--- config.mk ---
export PLATFORM = sky130hd
export DESIGN_NAME = dco_tune_ctrl
export DESIGN_NICKNAME = d
export VERILOG_FILES = /design/src/rtl/dco_pkg.sv /design/src/rtl/lock_detect.sv /design/src/rtl/dco_tune_ctrl.sv
export SDC_FILE = /design/constraint.sdc
export NUM_CORES = 1
export LEC_CHECK = 0
export BUFFER_PORTS_ARGS = -buffer_cell sky130_fd_sc_hd__buf_2
export CAP_MARGIN = 20
export CORE_AREA = 2 2 138 140
export CTS_CLUSTER_DIAMETER = 50
export DETAILED_ROUTE_END_ITERATION = 6
export DIE_AREA = 0 0 140 142
export PLACE_DENSITY = 0.58
export SYNTH_ARGS = -nofsm -noshare
export SYNTH_HDL_FRONTEND = slang
export SYNTH_SLANG_ARGS = --single-unit
--- constraint.sdc ---
create_clock -name F_clk -period 6.3 [get_ports F_clk]
set_clock_uncertainty 0.15 [all_clocks]
set_input_delay 1.26 -clock F_clk [delete_from_list [all_inputs] [get_ports F_clk]]
set_output_delay 1.26 -clock F_clk [all_outputs]
set_load 0.01 [all_outputs]
--- src/rtl/dco_pkg.sv ---
// Shared types and helpers for the DCO tuning controller.
// Latency: n/a (types, constants and a pure function only).
// Backpressure: n/a.
package dco_pkg;

    typedef enum logic [1:0] {
        IDLE   = 2'b00,
        COARSE = 2'b01,
        FINE   = 2'b10,
        LOCK   = 2'b11
    } tune_state_t;

    localparam int DCO_CW = 6;
    localparam int DCO_FW = 8;

    // Magnitude of the 33-bit signed count error. Both operands of the
    // subtraction are zero-extended 32-bit values, so -2^32 never occurs
    // and the negation cannot overflow.
    function automatic logic [32:0] err_abs(input logic signed [32:0] e);
        logic [32:0] r;
        r = e[32] ? 33'(-e) : 33'(e);
        return r;
    endfunction

endpackage

--- src/rtl/lock_detect.sv ---
// Lock qualification: counts consecutive in-tolerance decisions while FINE and
// consecutive out-of-range decisions while LOCK; emits lock_set / lock_clr.
// Latency: outputs are combinational on the decision strobe; counters update on that edge.
// Backpressure: none; strobe is only ever asserted for accepted, non-settling measurements.
// Ports: clk/reset (sync, active-high), abs_err (|err|), strobe (decision), state (FSM state),
//        lock_set (enter LOCK this edge), lock_clr (leave LOCK this edge).
module lock_detect
    import dco_pkg::*;
#(
    parameter int TOL        = 2,
    parameter int UNLOCK_TOL = 8,
    parameter int LOCK_CNT   = 4
) (
    input  logic        clk,
    input  logic        reset,
    input  logic [32:0] abs_err,
    input  logic        strobe,
    input  tune_state_t state,
    output logic        lock_set,
    output logic        lock_clr
);

    localparam int LW = $clog2(LOCK_CNT + 1);

    logic [LW-1:0] lock_cnt;
    logic          unlock_pend;   // one out-of-range sample already seen in LOCK
    logic          in_tol;
    logic          out_rng;

    assign in_tol   = (abs_err <= 33'(TOL));
    assign out_rng  = (abs_err >  33'(UNLOCK_TOL));
    assign lock_set = strobe && (state == FINE) && in_tol && (lock_cnt == LW'(LOCK_CNT - 1));
    assign lock_clr = strobe && (state == LOCK) && out_rng && unlock_pend;

    always_ff @(posedge clk) begin
        if (reset) begin
            lock_cnt    <= '0;
            unlock_pend <= 1'b0;
        end else if (strobe) begin
            case (state)
                FINE: lock_cnt <= in_tol ? lock_cnt + LW'(1) : '0;
                LOCK: begin
                    // Second consecutive miss consumes the pending flag and unlocks.
                    unlock_pend <= out_rng && !unlock_pend;
                    if (lock_clr) begin
                        lock_cnt <= '0;
                    end
                end
                default: ;
            endcase
        end
    end

endmodule

--- src/rtl/dco_tune_ctrl.sv ---
// DCO loop controller: binary-searches the coarse code, then tracks with the fine code and flags lock.
// Latency: codes/locked/state update on the F_clk edge that samples an accepted meas_valid.
// Backpressure: none; strobes while En=0 or during settling are dropped, never queued.
// Ports: F_clk, Reset (sync, active-high), En, C_freq + meas_valid (measurement), target,
//        coarse_code / fine_code (tuning, larger = faster), locked, state_o (debug).
module dco_tune_ctrl
    import dco_pkg::*;
#(
    parameter int CW          = DCO_CW,
    parameter int FW          = DCO_FW,
    parameter int TOL         = 2,
    parameter int UNLOCK_TOL  = 8,
    parameter int LOCK_CNT    = 4,
    parameter int SETTLE_MEAS = 1
) (
    input  logic          F_clk,
    input  logic          Reset,
    input  logic          En,
    input  logic [31:0]   C_freq,
    input  logic          meas_valid,
    input  logic [31:0]   target,
    output logic [CW-1:0] coarse_code,
    output logic [FW-1:0] fine_code,
    output logic          locked,
    output logic [1:0]    state_o
);

    localparam int PW = (CW > 1) ? $clog2(CW) : 1;
    localparam int SW = (SETTLE_MEAS > 0) ? $clog2(SETTLE_MEAS + 1) : 1;
    localparam logic [CW-1:0] C_MID = {1'b1, {(CW-1){1'b0}}};
    localparam logic [CW-1:0] C_MAX = '1;
    localparam logic [FW-1:0] F_MID = {1'b1, {(FW-1){1'b0}}};
    localparam logic [FW-1:0] F_MAX = '1;
    localparam logic signed [32:0] TOL_P = 33'(TOL);
    localparam logic signed [32:0] TOL_N = -33'(TOL);

    tune_state_t   state, state_nx;
    logic [CW-1:0] coarse_nx;
    logic [FW-1:0] fine_nx;
    logic [PW-1:0] bit_ptr, bit_ptr_nx;
    logic [SW-1:0] settle_cnt, settle_nx;
    logic [31:0]   tgt_r, tgt_nx;
    logic          locked_nx;

    logic signed [32:0] err;
    logic [32:0]        abs_err;
    logic               accept;
    logic               decide;
    logic               lock_set;
    logic               lock_clr;

    // Positive err: ring is running fast, so codes move down.
    assign err     = $signed({1'b0, C_freq}) - $signed({1'b0, tgt_r});
    assign abs_err = err_abs(err);
    assign accept  = En && meas_valid;
    assign decide  = accept && (settle_cnt == '0) && (state != IDLE);
    assign state_o = state;

    lock_detect #(
        .TOL        (TOL),
        .UNLOCK_TOL (UNLOCK_TOL),
        .LOCK_CNT   (LOCK_CNT)
    ) u_lock_detect (
        .clk      (F_clk),
        .reset    (Reset),
        .abs_err  (abs_err),
        .strobe   (decide),
        .state    (state),
        .lock_set (lock_set),
        .lock_clr (lock_clr)
    );

    always_comb begin
        state_nx   = state;
        coarse_nx  = coarse_code;
        fine_nx    = fine_code;
        bit_ptr_nx = bit_ptr;
        settle_nx  = settle_cnt;
        tgt_nx     = tgt_r;
        locked_nx  = locked;

        if (accept && (settle_cnt != '0)) begin
            settle_nx = settle_cnt - SW'(1);
        end

        case (state)
            IDLE: begin
                if (En) begin
                    tgt_nx     = target;
                    bit_ptr_nx = PW'(CW - 1);
                    state_nx   = COARSE;
                    // The MSB trial is already on the outputs; let it settle first.
                    settle_nx  = SW'(SETTLE_MEAS);
                end
            end
            COARSE: begin
                if (decide) begin
                    if (err > 33'sd0) begin
                        coarse_nx[bit_ptr] = 1'b0;
                    end
                    if (bit_ptr != '0) begin
                        coarse_nx[bit_ptr - PW'(1)] = 1'b1;
                        bit_ptr_nx = bit_ptr - PW'(1);
                    end else begin
                        fine_nx  = F_MID;
                        state_nx = FINE;
                    end
                end
            end
            default: begin  // FINE and LOCK share the tracking rule
                if (decide) begin
                    if (err > TOL_P) begin
                        if (fine_code != '0) begin
                            fine_nx = fine_code - FW'(1);
                        end else if (coarse_code != '0) begin
                            coarse_nx = coarse_code - CW'(1);
                            fine_nx   = F_MID;
                        end
                    end else if (err < TOL_N) begin
                        if (fine_code != F_MAX) begin
                            fine_nx = fine_code + FW'(1);
                        end else if (coarse_code != C_MAX) begin
                            coarse_nx = coarse_code + CW'(1);
                            fine_nx   = F_MID;
                        end
                    end
                    if (lock_set) begin
                        state_nx  = LOCK;
                        locked_nx = 1'b1;
                    end
                    if (lock_clr) begin
                        state_nx  = FINE;
                        locked_nx = 1'b0;
                    end
                end
            end
        endcase

        // Any movement of either code invalidates the measurement in flight.
        if ((coarse_nx != coarse_code) || (fine_nx != fine_code)) begin
            settle_nx = SW'(SETTLE_MEAS);
        end
    end

    always_ff @(posedge F_clk) begin
        if (Reset) begin
            state       <= IDLE;
            coarse_code <= C_MID;
            fine_code   <= F_MID;
            bit_ptr     <= '0;
            settle_cnt  <= '0;
            tgt_r       <= '0;
            locked      <= 1'b0;
        end else if (En) begin
            state       <= state_nx;
            coarse_code <= coarse_nx;
            fine_code   <= fine_nx;
            bit_ptr     <= bit_ptr_nx;
            settle_cnt  <= settle_nx;
            tgt_r       <= tgt_nx;
            locked      <= locked_nx;
        end
    end

endmodule

==> flow_summary.toml <==
[pwr]
ir_worst_vdd_v = 0.000135
power_w = 0.00166
leakage_nw = 3.15
powerDensity_mw_per_mm2 = 200

[die]
die_w_um = 140
core_area_mm2 = 0.0185
die_h_um = 142
die_area_mm2 = 0.0199
num_rows = 50
io_pins = 85
initial_core_util = 0.394

[yosys]
synth_area_per_cell_um2 = 6.65
synth_cells = 1093
netlist.area_leader.share = 0.157
synth_fa_ha_area_frac = 0.0767
synth_edf_count = 0
synthArstFlopShare = 0
synth_warnings = 0
synth_xor_area_frac = 0.0325
synth_top_family_by_area = "compound AO/OA/AOI/OAI gates"
synth_common_cells = "nand2_1 (154), a21oi_1 (111), nor2_1 (85)"
synth-seq-cells = 57
synthTopCellsByArea = "dfxtp_1 (16%), nand2_1 (7.9%), a21oi_1 (7.6%)"
synth_cell_type_count = 85
yosysSeqAreaShare = 0.157
synth_top_area_cell = "dfxtp_1"
synthSimpleGateAreaFrac = 0.329
yosysMostFrequentCell = "nand2_1"
synth_fp_nets = 1205
synth-main-ff-cell = "dfxtp_1"
syn-cell-area_mm2 = 0.00727
synthMuxAreaShare = 0.0129
synth_compound_area_frac = 0.331

[final_layout]
final_area_mm2 = 0.00833
fin_util = 0.452
n_fill_cell = 1958
diodes = 0
syn2layout_area_growth_pct = 14.6
layout.nets = 1275
ff_latch_area_mm2 = 0.00114
layout-drive-gt1-share = 0.145
multi_input_area_mm2 = 0.00569

[clocking]
post_cts_buffers = 0
clkSinkCount = 57
clk_path_buf_depth = 2
cts_resized = 0
clk_pin_slew_ns = 0.05
cts_max_level = 3
cts_tree = "done"
cts_made_buffers = 9
cts_root_buf = "clkbuf_16"
cts_hold_buf = 0
clock_latency_ns = 0.34

[outcome]
violations = "DRC"
status = "finished, violations left"

[timing]
final-setup-viol-count = 0
setup_tns_ns = 0
slew_headroom = 0.343
fin_crit_sh = 0.924
hold_viol_final = 0
rsz0062_at_grt = "no"
slew_viol_final = 0
worst_slack_ns = 0.478
tightestPinTransition_ns = 0.981
fmax_mhz = 172
fin_crit_ns = 5.82

[global_route]
grt-ovfl-total = 0
grtUsageMet3 = 0.0407
grtUsageMet2 = 0.397
grt_pass1_vias = 7885
antenna_found_initial = 0
grt_first_pass_wirelength_mm = 40.2
grt_max_degree = 57
grtUsageTotal = 0.244
grtUsageMet1 = 0.333
grt_busiest_layer = "met2"

[place]
post-place-ws_ns = 0.213
numPortBuffers = 84
gp_congestion = 0.918
dp_hpwl_mm = 18.5
place_area_mm2 = 0.00804

[route]
drtIter0Drc = 742
dr_total_vias = 8456
dr.pass1.iters = 7
wirelength_mm = 24.1
route.detailed.wl_per_inst_um = 17.2
route.detailed.drc = 4
viasPerCell = 6.04
ant_nets = 0

[job]
cap_viol_max_count = 0

[worst_hold_path]
hp-class = "reg2reg"

[worst_setup_path]
worstSetupStartpointType = "input port"
worstPathRequired_ns = 6.43
arrival_ns = 5.95
end_kind = "register"
cp_max_fo = 10
criticalPathCategory = "in2reg"
[worst paths after layout]
check	slack, ns	cells after the start	endpoint	start
max	0.48	15	u_lock_detect.lock_cnt[0]$_SDFFE_PP0P_	C_freq[13]
min reg2reg	0.30	2	tgt_r[17]$_SDFFE_PP0P_	tgt_r[17]$_SDFFE_PP0P_
max reg2reg	1.15	15	u_lock_detect.lock_cnt[0]$_SDFFE_PP0P_	tgt_r[13]$_SDFFE_PP0P_
min	0.30	2	tgt_r[17]$_SDFFE_PP0P_	tgt_r[17]$_SDFFE_PP0P_
[kinds of logic (layout without fill, tap and decap cells)]
kind of cell	after synthesis	in the layout
AO/OA/AOI/OAI	363	363
XOR/XNOR	27	27
adder cells (fa/ha/maj)	44	44
buffers and inverters	116	190
flip-flops	57	57
multiplexers	9	9
AND/OR/NAND/NOR	477	477
[worst max-delay path, stage by stage]
cell,delay (ns)
buf_2,0.10
ha_1,0.44
a21oi_1,0.32
o21ai_0,0.26
a21o_1,0.29
a221oi_2,0.38
xnor2_1,0.22
or3_1,0.46
or4b_2,0.68
nor2_1,0.13
mux2_2,0.33
o32ai_1,0.36
and4b_1,0.32
and3b_1,0.23
mux2_2,0.16
[per-layer routing]
metal	vias to the layer above	part of all wire	wire length (um)
met3	50	0.064	1540
li1	4206	-	-
met2	330	0.45	10900
met4	0	0.023	563
met1	3870	0.46	11100
met5	-	0	0
[through the flow]
stage	hold slack [ns]	cells
floorplan	0.286	1093
global placement	0.293	1386
detailed placement	0.297	1386
CTS	0.304	1401
global route	0.316	1401
finish	0.301	1401
[power by group]
part           switching [W]  internal, W
combinational       0.000476     0.000281
clock               0.000182     0.000324
sequential         0.0000202     0.000379
total               0.000678     0.000984
[sequential cells by signal, summed over array words and instances, names as in the netlist]
name                       count
u_lock_detect.lock_cnt         3
coarse_code                    6
locked                         1
fine_code                      8
bit_ptr                        3
settle_cnt                     1
state_o                        2
u_lock_detect.unlock_pend      1
tgt_r                         32
[final cells by class]
type                       instances  area share
sequential                        57       0.137
tap                              234      0.0351
clock buffer                      12      0.0308
timing repair buffer             122      0.0862
inverter                          53      0.0239
clock inverter                     3     0.00480
multi-input combinational        920       0.682
[placed cells by master, fill, tap and decap left out, drive strengths merged, types with 17 or more instances in the layout]
cell type | Yosys | routed
a21o | 18 | 18
a21oi | 111 | 111
a31oi | 21 | 21
buf | 7 | 122
dfxtp | 57 | 57
ha | 43 | 43
inv | 53 | 53
nand2 | 154 | 154
nand3 | 43 | 43
nand4 | 28 | 28
nor2 | 86 | 86
nor3 | 46 | 46
o21a | 19 | 19
o21ai | 72 | 72
or3 | 17 | 17
xnor2 | 17 | 17
Power figures use the tool's default switching activity.
